===== config.mk =====
export PLATFORM = sky130hd
export DESIGN_NAME = event_buffer_reader
export DESIGN_NICKNAME = d
export VERILOG_FILES = /design/src/rtl/event_buffer_pkg.sv /design/src/rtl/event_stream_fifo.sv /design/src/rtl/event_buffer_reader.sv
export SDC_FILE = /design/constraint.sdc
export NUM_CORES = 1
export LEC_CHECK = 0
export CAP_MARGIN = 10
export CORE_MARGIN = 10
export CORE_UTILIZATION = 40
export CTS_CLUSTER_DIAMETER = 100
export CTS_CLUSTER_SIZE = 8
export DETAILED_ROUTE_END_ITERATION = 8
export GPL_TIMING_DRIVEN = 1
export PLACE_DENSITY = 0.7
export SLEW_MARGIN = 20
export SYNTH_ARGS = -nofsm -noshare
export SYNTH_HDL_FRONTEND = slang
export SYNTH_HIERARCHICAL = 1
export SYNTH_SLANG_ARGS = --single-unit

===== constraint.sdc =====
create_clock -name ifclk_i -period 8.6 [get_ports ifclk_i]
set_input_delay 1.72 -clock ifclk_i [delete_from_list [all_inputs] [get_ports ifclk_i]]
set_output_delay 1.72 -clock ifclk_i [all_outputs]
set_load 0.005 [all_outputs]

===== src/rtl/event_buffer_pkg.sv =====
// Shared definitions for the event buffer read side: header layout, event
// counter width and the reader FSM states.
package event_buffer_pkg;

  localparam logic [3:0] HDR_MAGIC     = 4'hE;
  localparam int         HDR_MAGIC_LSB = 28;
  localparam int         HDR_CNT_LSB   = 16;
  localparam int         EVT_CNT_W     = 12;

  typedef enum logic [2:0] {
    ST_IDLE,
    ST_HEADER,
    ST_READ,
    ST_DRAIN,
    ST_DONE,
    ST_HOLD
  } state_e;

  // buf_field is the zero-extended buffer index occupying bits [15:0].
  function automatic logic [31:0] make_header(input logic [EVT_CNT_W-1:0] cnt,
                                              input logic [15:0] buf_field);
    logic [31:0] hdr;
    hdr = '0;
    hdr[HDR_MAGIC_LSB +: 4]       = HDR_MAGIC;
    hdr[HDR_CNT_LSB +: EVT_CNT_W] = cnt;
    hdr[HDR_CNT_LSB-1:0]          = buf_field;
    return hdr;
  endfunction

endpackage


===== src/rtl/event_stream_fifo.sv =====
// First-word-fall-through synchronous FIFO; the head entry is visible on dout
// whenever empty is low, and dout reads zero while empty.
module event_stream_fifo #(
  parameter int DEPTH = 4,
  parameter int WIDTH = 33
) (
  input  logic                       clk,
  input  logic                       rst,
  input  logic                       push,
  input  logic [WIDTH-1:0]           din,
  input  logic                       pop,
  output logic [WIDTH-1:0]           dout,
  output logic [$clog2(DEPTH+1)-1:0] count,
  output logic                       full,
  output logic                       empty
);

  localparam int PW = (DEPTH > 1) ? $clog2(DEPTH) : 1;
  localparam int CW = $clog2(DEPTH+1);

  logic [WIDTH-1:0] mem [DEPTH];
  logic [PW-1:0]    wr_ptr, rd_ptr;
  logic             do_push, do_pop;

  function automatic logic [PW-1:0] next_ptr(input logic [PW-1:0] p);
    return (p == PW'(DEPTH-1)) ? '0 : p + 1'b1;
  endfunction

  assign full    = (count == CW'(DEPTH));
  assign empty   = (count == '0);
  assign do_push = push && !full;
  assign do_pop  = pop && !empty;
  assign dout    = empty ? '0 : mem[rd_ptr];

  always_ff @(posedge clk) begin
    if (do_push) mem[wr_ptr] <= din;
  end

  always_ff @(posedge clk or posedge rst) begin
    if (rst) begin
      wr_ptr <= '0;
      rd_ptr <= '0;
      count  <= '0;
    end else begin
      if (do_push) wr_ptr <= next_ptr(wr_ptr);
      if (do_pop)  rd_ptr <= next_ptr(rd_ptr);
      case ({do_push, do_pop})
        2'b10:   count <= count + 1'b1;
        2'b01:   count <= count - 1'b1;
        default: count <= count;
      endcase
    end
  end

endmodule


===== src/rtl/event_buffer_reader.sv =====
// Sweeps a pending event buffer across all channel RAMs and emits it as a
// framed 32-bit stream; issue is credit-limited so RAM read latency never overflows the FIFO.
module event_buffer_reader
  import event_buffer_pkg::*;
#(
  parameter int NCHAN      = 8,
  parameter int NBUF_BITS  = 3,
  parameter int NADDR_BITS = 10,
  parameter int RD_LATENCY = 2,
  parameter int FIFO_DEPTH = 4
) (
  input  logic                            ifclk_i,
  input  logic                            ifclk_rst_i,
  input  logic                            evt_pending_i,
  input  logic [NBUF_BITS-1:0]            evt_buffer_i,
  output logic                            evt_done_o,
  output logic                            rd_en_o,
  output logic [NBUF_BITS+NADDR_BITS-1:0] rd_addr_o,
  input  logic [32*NCHAN-1:0]             rd_dat_i,
  output logic [31:0]                     m_axis_tdata,
  output logic                            m_axis_tvalid,
  input  logic                            m_axis_tready,
  output logic                            m_axis_tlast
);

  localparam int CHW  = (NCHAN > 1) ? $clog2(NCHAN) : 1;
  localparam int CNTW = $clog2(FIFO_DEPTH+1);
  localparam int IFW  = $clog2(RD_LATENCY+1);
  localparam int CRW  = $clog2(FIFO_DEPTH+RD_LATENCY+1) + 1;

  state_e                 state_q, state_d;
  logic [NBUF_BITS-1:0]   buf_q;
  logic [CHW-1:0]         ch_q;
  logic [NADDR_BITS-1:0]  addr_q;
  logic [EVT_CNT_W-1:0]   evt_cnt_q;
  logic                   tlast_seen_q;

  logic [RD_LATENCY-1:0]  vld_p;
  logic [RD_LATENCY-1:0]  last_p;
  logic [CHW-1:0]         ch_p [RD_LATENCY];

  logic [IFW-1:0]         in_flight;
  logic signed [CRW-1:0]  credit;
  logic                   issue, hdr_push, latch_evt, last_rd, stream_hs;
  logic                   fifo_push, fifo_full, fifo_empty;
  logic [CNTW-1:0]        fifo_count;
  logic [32:0]            fifo_din, fifo_dout;
  logic [31:0]            exit_dat;

  always_comb begin
    in_flight = '0;
    for (int i = 0; i < RD_LATENCY; i++) in_flight = in_flight + IFW'(vld_p[i]);
  end

  // Words already in the FIFO plus reads still in the RAM pipeline must fit.
  assign credit    = CRW'(FIFO_DEPTH) - CRW'(fifo_count) - CRW'(in_flight);
  assign last_rd   = (ch_q == CHW'(NCHAN-1)) && (addr_q == '1);
  assign stream_hs = m_axis_tvalid && m_axis_tready;

  always_comb begin
    state_d    = state_q;
    issue      = 1'b0;
    hdr_push   = 1'b0;
    latch_evt  = 1'b0;
    evt_done_o = 1'b0;
    case (state_q)
      ST_IDLE: begin
        if (evt_pending_i) begin
          latch_evt = 1'b1;
          state_d   = ST_HEADER;
        end
      end
      ST_HEADER: begin
        if (!fifo_full) begin
          hdr_push = 1'b1;
          state_d  = ST_READ;
        end
      end
      ST_READ: begin
        if (credit > 0) begin
          issue = 1'b1;
          if (last_rd) state_d = ST_DRAIN;
        end
      end
      ST_DRAIN: begin
        if ((in_flight == '0) && fifo_empty && tlast_seen_q) state_d = ST_DONE;
      end
      ST_DONE: begin
        evt_done_o = 1'b1;
        state_d    = ST_HOLD;
      end
      ST_HOLD: state_d = ST_IDLE;
      default: state_d = ST_IDLE;
    endcase
  end

  always_ff @(posedge ifclk_i or posedge ifclk_rst_i) begin
    if (ifclk_rst_i) begin
      state_q      <= ST_IDLE;
      buf_q        <= '0;
      ch_q         <= '0;
      addr_q       <= '0;
      evt_cnt_q    <= '0;
      tlast_seen_q <= 1'b0;
      vld_p        <= '0;
    end else begin
      state_q <= state_d;
      if (latch_evt) begin
        buf_q        <= evt_buffer_i;
        ch_q         <= '0;
        addr_q       <= '0;
        tlast_seen_q <= 1'b0;
      end else if (issue) begin
        addr_q <= addr_q + 1'b1;
        if (addr_q == '1) ch_q <= ch_q + 1'b1;
      end
      if (stream_hs && m_axis_tlast) tlast_seen_q <= 1'b1;
      if (state_q == ST_DONE) evt_cnt_q <= evt_cnt_q + 1'b1;
      vld_p[0] <= issue;
      for (int i = 1; i < RD_LATENCY; i++) vld_p[i] <= vld_p[i-1];
    end
  end

  // Read pipeline: channel and last-word tag follow each read through the RAM latency.
  always_ff @(posedge ifclk_i) begin
    ch_p[0]   <= ch_q;
    last_p[0] <= last_rd;
    for (int i = 1; i < RD_LATENCY; i++) begin
      ch_p[i]   <= ch_p[i-1];
      last_p[i] <= last_p[i-1];
    end
  end

  always_comb begin
    exit_dat = '0;
    for (int c = 0; c < NCHAN; c++)
      if (ch_p[RD_LATENCY-1] == CHW'(c)) exit_dat = rd_dat_i[32*c +: 32];
  end

  assign fifo_push = hdr_push || vld_p[RD_LATENCY-1];
  assign fifo_din  = hdr_push ? {1'b0, make_header(evt_cnt_q, 16'(buf_q))}
                              : {last_p[RD_LATENCY-1], exit_dat};

  event_stream_fifo #(
    .DEPTH (FIFO_DEPTH),
    .WIDTH (33)
  ) u_fifo (
    .clk   (ifclk_i),
    .rst   (ifclk_rst_i),
    .push  (fifo_push),
    .din   (fifo_din),
    .pop   (stream_hs),
    .dout  (fifo_dout),
    .count (fifo_count),
    .full  (fifo_full),
    .empty (fifo_empty)
  );

  assign rd_en_o       = issue;
  assign rd_addr_o     = issue ? {buf_q, addr_q} : '0;
  assign m_axis_tvalid = !fifo_empty;
  assign m_axis_tdata  = fifo_dout[31:0];
  assign m_axis_tlast  = fifo_dout[32];

endmodule


==> results of run 1 <==
## where the power goes
| group | switching, mW | internal (mW) |
|---|---|---|
| Combinational | 0.649 | 0.792 |
| Sequential | 0.171 | 1.19 |
| Clock | 0.352 | 0.383 |
| Total | 1.17 | 2.36 |
## sequential cells by signal, summed over array words and instances (netlist names), 3 cells and up
| register | flops |
|---|---|
| state_q | 3 |
| ch_p | 6 |
| u_fifo/mem | 132 |
| ch_q | 3 |
| u_fifo/count | 3 |
| evt_cnt_q | 12 |
| addr_q | 10 |
| buf_q | 3 |
## layout make-up
cell class	instances	area share (%)
diodes	1	0.0176
well taps	335	2.95
clock inverters	15	0.961
flip-flops and latches	181	36.4
multi-input cells	537	33.9
clock buffers	17	3.00
inverters	18	0.476
repair buffers	319	22.3
## cells by family after synthesis
group,Yosys count,share of synthesized area [%]
AO/OA/AOI/OAI,145,10.8
XOR/XNOR,18,1.51
adder cells (fa/ha/maj),17,2.18
buffers and inverters,85,4.64
flip-flops,181,49.4
multiplexers,129,18.6
AND/OR/NAND/NOR,228,12.9
## per-layer routing
metal	vias to the layer above	wire length, µm
met2	243	16400
met5	-	0
met3	22	1930
met4	0	357
met1	3900	14300
li1	3644	-
## how the worst max path moves through the flow
stage / end / slack [ns] / startpoint / cells past startpoint
after global placement: rd_en_o / 3.89 / vld_p[0] / 9
final: rd_en_o / 3.30 / vld_p[0] / 9
after global routing: rd_en_o / 3.07 / vld_p[0] / 10
after detailed placement: rd_en_o / 3.79 / vld_p[0] / 9
after floorplan: rd_addr_o[0] / 4.56 / vld_p[0] / 10
after CTS: rd_en_o / 3.31 / vld_p[0] / 9
## cells in the final DEF, fill, tap and decap left out, types with 5 or more instances in the layout
cell type / instances
mux2i_1: 48
nand2_1: 44
nand2b_1: 14
nor3_1: 15
o31ai_1: 8
mux2_2: 32
edfxtp_1: 132
nor2_1: 20
and3_1: 19
nor2b_1: 63
o221ai_1: 27
a21oi_1: 22
o22a_1: 13
o21a_1: 25
xor2_1: 9
o31ai_2: 5
nand3b_1: 15
dfxtp_1: 5
inv_8: 6
mux4_2: 49
clkbuf_16: 17
a2bb2oi_1: 13
clkdlybuf4s50_1: 311
nand4_1: 5
o211ai_1: 7
inv_1: 18
ha_1: 15
dfrtp_1: 39
buf_4: 8
nand3_1: 8
xnor2_1: 9
o22ai_1: 12
==> results.md, run 1 <==
* Worst Setup End Kind: output port
* Layout cells sized above 1 at 13.5%
* Final Hold Viols at 0
* Row count at 59
* Synth area leader: edfxtp_1
* CP required at 6.88 ns
* Syn Nets at about 1100
* Pleak at ~4.9 nW
* Setup violation total in the final timing report at 0
* Vias at 7809
* Hold_ws at 0.322 ns
* Max IR drop VDD at 0.000185 V
* Min-Delay Path Class: register to register
* Ys flop type: edfxtp_1
* Global-route wire length before repair at 50400 µm
* Gr busiest metal: met2
* Placed cell area at 13600 µm²
* Critical Path Start Type: register
* Vias in the first global route at 8085
* Syn avg cell area at 13.0 µm²
* Skew final at 0.00926 ns
* Wirelength, routed at 32900 µm
* Count leader, synth: edfxtp_1
* DR vias/cell at 5.49
* R2r setup slk at 5.23 ns
* Synth top area share at 38.0%
* Register bit count reported by yosys at between 150 and 200
* Die Wd at 181 µm
* CTS buffer count at 17
* Die Footprint at 32900 µm²
* Post-synth EDFFs at about 130
* Final critical-path share of the clock period at 61.7%
* Worst-margin pin slew at 1.04 ns
* GP Congestion at a little over 0.8
* Critical path, cell by cell: ha_1 > ha_1 > inv_1 > ha_1 > inv_1 > fa_1 > nor4b_4 > and2_1 > clkdlybuf4s50_1
* Reg2reg path depth at 6
* Tmin final at between 5 and 6 ns
* Mapped Area at between 10000 and 15000 µm²
* Wire per inst at 23.1 µm
* Max clock buf depth at 2
* Root Driver: clkbuf_16
* Post-layout net count at 1354
* All-Layer GR Usage at a little under 20%
* R2r endpoint: u_fifo/mem[2][1]
* Initial antenna violation count at 1
* Synth warn at 6
* Drt first pass iters at 5
* Core Region at 25800 µm²
* Worst Path Buf+Inv at 3
* Async set-or-reset flop fraction in the synthesized netlist at a little under a quarter
* CTS tree: built
* Fin area at 14200 µm²
* Fmax at 189 MHz
* I/O pin count at 312
* Final WS setup at 3.30 ns
* Critical R2R Launch: ch_p[0][4]
* Fin. max-slew vios at 0
* Post-CTS sizing at 0
* Maximum fanout along the worst path at 17
* Type of the worst setup path: register to output port
* Crit path top cell by count: ha_1
* Post-synthesis sequential area ratio at 49.4%
* Total chip power at 3.53 mW
* Mapped Cells at 803
* Slew Limit Headroom at 30.7%
* Filler cells at 2215
* Placed cell count at 1390
* Most instantiated cells after synthesis: edfxtp_1, nor2b_1, mux4_2, mux2i_1, nand2_1
* Worst Hold Launch: ch_p[0][1]
* Post-CTS repair timing setup buffer count at 0
* # DRC at 0
* Final Non-Filler Cells at about 1400
* Multi-input logic area at just under 5000 µm²
* Status: complete, no violations
* Port bufs at 311
* Synth cell types at 59
* Grt total ovfl at 0
* Core Util, Final at 55.0%
* Max-cap viol count at 0
* Detailed Place HPWL at 24100 µm
* Worst skew pair latency at 0.43 ns
* Setup TNS at 0 ns
* CTS Sinks at between 150 and 200
* M2 GR Usage at 32.7%
* Initial drt markers at roughly 530
* Final ANT Viol Nets at 0
* Worst hold path stage count at 0
* CP arrival at 3.58 ns
* Met3 Resource Use GR at approximately 4.6%
* RSZ-0062 raised after global routing: false
* Clock transition at path regs at 0.07 ns
* Area Overhead vs Synth at 36.1%
* Hold Buf Count CTS at 0
* Grt met1 use at about a quarter
* CP peak stage delay at 0.61 ns
* Die H at 181 µm
* Pwr/cell area at ~250 nW/µm²
* H-tree depth at 4
* Delay-heaviest family, CP: simple AND/OR/NAND/NOR gates
* Critical Path Slowest Stage Cell: nor4b_4
* Worst Hold Path EP: ch_p[0][4]
* Largest net degree at the start of global routing at 72
* Register area at 5160 µm²
* Place WS at 3.79 ns
* Main area contributors after synthesis: edfxtp_1, mux4_2, dfrtp_1
* Initial Util at 40.4%
Note: power is estimated with default switching activity, not from simulation.
==> run 2: changes to the inputs <==
- clock period: 8.6 -> 5.55 ns (I/O delays scaled with it)
==> run 2 against run 1 <==
- via count is 0.82% lower
- highest routed layer unchanged
- setup slack worse by 2.4 ns
- total power up 56%
- first-iteration DRC count fell by 36%
==> results.md, run 2 (synthesis gave the netlist of run 1 again) <==
* Status: complete, no violations (unchanged)
* Fin. max-slew vios at 0 (unchanged)
* GP Congestion at 0.805 (was 0.810)
* Worst Hold Path EP: ch_p[0][4] (unchanged)
* Delay-heaviest family, CP: adder cells (was simple AND/OR/NAND/NOR gates)
* Logic pwr share at 40.4% (was 40.8%)
* Die H at 181 µm (unchanged)
* Most flops, register: u_fifo/mem (unchanged)
* Worst-margin pin slew at 1.05 ns (was 1.04 ns)
* Hold Buf Count CTS at 0 (unchanged)
* Max clock buf depth at 2 (unchanged)
* Sw frac at 32.8% (was 33.2%)
* Largest net degree at the start of global routing at 72 (unchanged)
* Biggest regs: u_fifo/mem (132), evt_cnt_q (12), addr_q (10) (unchanged)
* Flip-flop count of the largest register after layout at 132 (unchanged)
* Most frequent cells in the layout: clkdlybuf4s50_1, edfxtp_1, nor2b_1, mux4_2, mux2i_1 (unchanged)
* Clock transition at path regs at 0.07 ns (about the same)
* # DRC at 0 (unchanged)
* CP required at 4.44 ns (was 6.88 ns)
* Area Overhead vs Synth at 36.5% (was 36.1%)
* Place WS at 1.38 ns (was 3.79 ns)
* DR vias/cell at 5.44 (was 5.49)
* Critical Path Start Type: register (unchanged)
* Maximum fanout along the worst path at 17 (unchanged)
* Core Region at 25800 µm² (unchanged)
* Pint at 3.70 mW (was 2.36 mW)
* Max-cap viol count at 0 (unchanged)
* Wirelength, routed at 32900 µm (about the same)
* Worst hold path stage count at 0 (unchanged)
* Most common cell after layout, fill and taps aside: clkdlybuf4s50_1 (unchanged)
* CTS tree: built (unchanged)
* Final WS setup at 0.927 ns (was 3.30 ns)
* RSZ-0062 raised after global routing: false (unchanged)
* Skew final at 0.00931 ns (was 0.00926 ns)
* Die Wd at 181 µm (unchanged)
* Filler cells at 2229 (was 2215)
* Row count at 59 (unchanged)
* Critical R2R Launch: ch_p[0][4] (unchanged)
* Initial antenna violation count at 2 (was 1)
* Final critical-path share of the clock period at about 83%
* Post-layout net count at 1355 (was 1354)
* Die Footprint at 32900 µm² (unchanged)
* Worst Path Buf+Inv at 3 (unchanged)
* Vias at 7745 (was 7809)
* R2r setup slk at 2.29 ns (was 5.23 ns)
* Detailed Place HPWL at 24000 µm (was 24100 µm)
* Min-Delay Path Class: register to register (unchanged)
* Post-CTS repair timing setup buffer count at 0 (unchanged)
* Post-CTS sizing at 0 (unchanged)
* Fmax at 216 MHz
* Final Hold Viols at 0 (unchanged)
* Critical Path Slowest Stage Cell: nor4b_4 (unchanged)
* Global-route wire length before repair at 49500 µm (was 50400 µm)
* Wire per inst at 23.1 µm (about the same)
* All-Layer GR Usage at 19.4% (was 19.6%)
* Max IR drop VDD at 0.000353 V (was 0.000185 V)
* Setup violation total in the final timing report at 0 (unchanged)
* Net switching power of the design at 1.81 mW (was 1.17 mW)
* CTS Sinks at 181 (unchanged)
* Port bufs at 311 (unchanged)
* Reg2reg path depth at 5 (was 6)
* Final ANT Viol Nets at 0 (unchanged)
* Setup TNS at 0 ns (unchanged)
* Pwr/cell area at 387 nW/µm² (was 249 nW/µm²)
* Worst Hold Launch: ch_p[0][1] (unchanged)
* Tmin final at 4.62 ns
* Root Driver: clkbuf_16 (unchanged)
* Worst skew pair latency at 0.43 ns (about the same)
* Slew Limit Headroom at 30.0% (was 30.7%)
* CP arrival at 3.51 ns (was 3.58 ns)
* Critical path, cell by cell: ha_1 > ha_1 > inv_1 > ha_1 > inv_1 > fa_1 > nor4b_4 > and2_1 > clkdlybuf4s50_1 (unchanged)
* Worst Setup End Kind: output port (unchanged)
* Initial Util at 40.4% (unchanged)
* Initial drt markers at 341 (was 534)
* Sequential power share at 38.1% (was 38.4%)
* I/O pin count at 312 (unchanged)
* Layout cells sized above 1 at 13.6% (was 13.5%)
* CTS buffer count at 17 (unchanged)
* CP peak stage delay at 0.60 ns (was 0.61 ns)
* Crit path top cell by count: ha_1 (unchanged)
* Vias in the first global route at 8100 (was 8085)
* Pleak at 4.93 nW (was 4.91 nW)
* R2r endpoint: u_fifo/mem[2][1] (unchanged)
* Clock share of power at 21.5% (was 20.8%)
* H-tree depth at 4 (unchanged)
* Type of the worst setup path: register to output port (unchanged)
* Drt first pass iters at 4 (was 5)
* Grt total ovfl at 0 (unchanged)
run 2: changes by cell type in the layout (fill, tap and decap cells not counted), sizes merged:
cell      previous run  this run
diode                1         2
clkinvlp             4         1
bufinv               0         1
buf                  8         9
clkinv               2         5
inv                 27        26
run 2: how the worst max path moves through the flow:
| stage | start | to | slack [ns] | depth (start not counted) |
|---|---|---|---|---|
| finish | vld_p[0] | rd_en_o | 0.93 | 9 |
| global route | vld_p[0] | rd_en_o | 0.69 | 9 |
| CTS | vld_p[0] | rd_en_o | 0.90 | 9 |
| detailed placement | vld_p[0] | rd_en_o | 1.38 | 9 |
| global placement | vld_p[0] | rd_en_o | 1.43 | 9 |
| floorplan | vld_p[0] | rd_addr_o[0] | 2.12 | 10 |
run 2: power groups by stage:
stage               combinational (mW)  clock (mW)  sequential (mW)
floorplan                         1.38           0             1.95
global placement                  2.24           0             2.13
detailed placement                2.26           0             2.14
CTS                               2.27        1.21             2.11
global route                      2.42        1.27             2.14
finish                            2.23        1.19             2.10
run 2: cell type report:
type	instances	area, µm²	share of cell area, %
diodes	2	5.00	0.0352
clock buffers	17	425	2.99
clock inverters	15	161	1.13
inverters	18	67.6	0.475
multi-input cells	537	4810	33.8
flip-flops and latches	181	5160	36.3
well taps	335	419	2.94
repair buffers	320	3180	22.3
run 2: metal layers:
metal  vias up  global-route usage, %  routed length [µm]
li1       3645                      -                   -
met1      3836                   24.1               14000
met2       240                   32.9               16400
met3        24                   5.39                2090
met4         0                   4.33                 443
met5         -                      0                   0
run 2: stage by stage:
| step | instance area, µm² | hold WS (ns) | power, mW | utilization [%] | cells |
|---|---|---|---|---|---|
| after floorplan | 10400 | 0.310 | 3.33 | - | 803 |
| after CTS | 14200 | 0.323 | 5.59 | 55.1 | 1423 |
| after detailed placement | 13600 | 0.312 | 4.40 | 52.8 | 1391 |
| after global placement | 13600 | 0.310 | 4.36 | 52.8 | 1391 |
| final | 14200 | 0.324 | 5.51 | 55.1 | 1425 |
| after global routing | 14200 | 0.336 | 5.83 | 55.1 | 1423 |
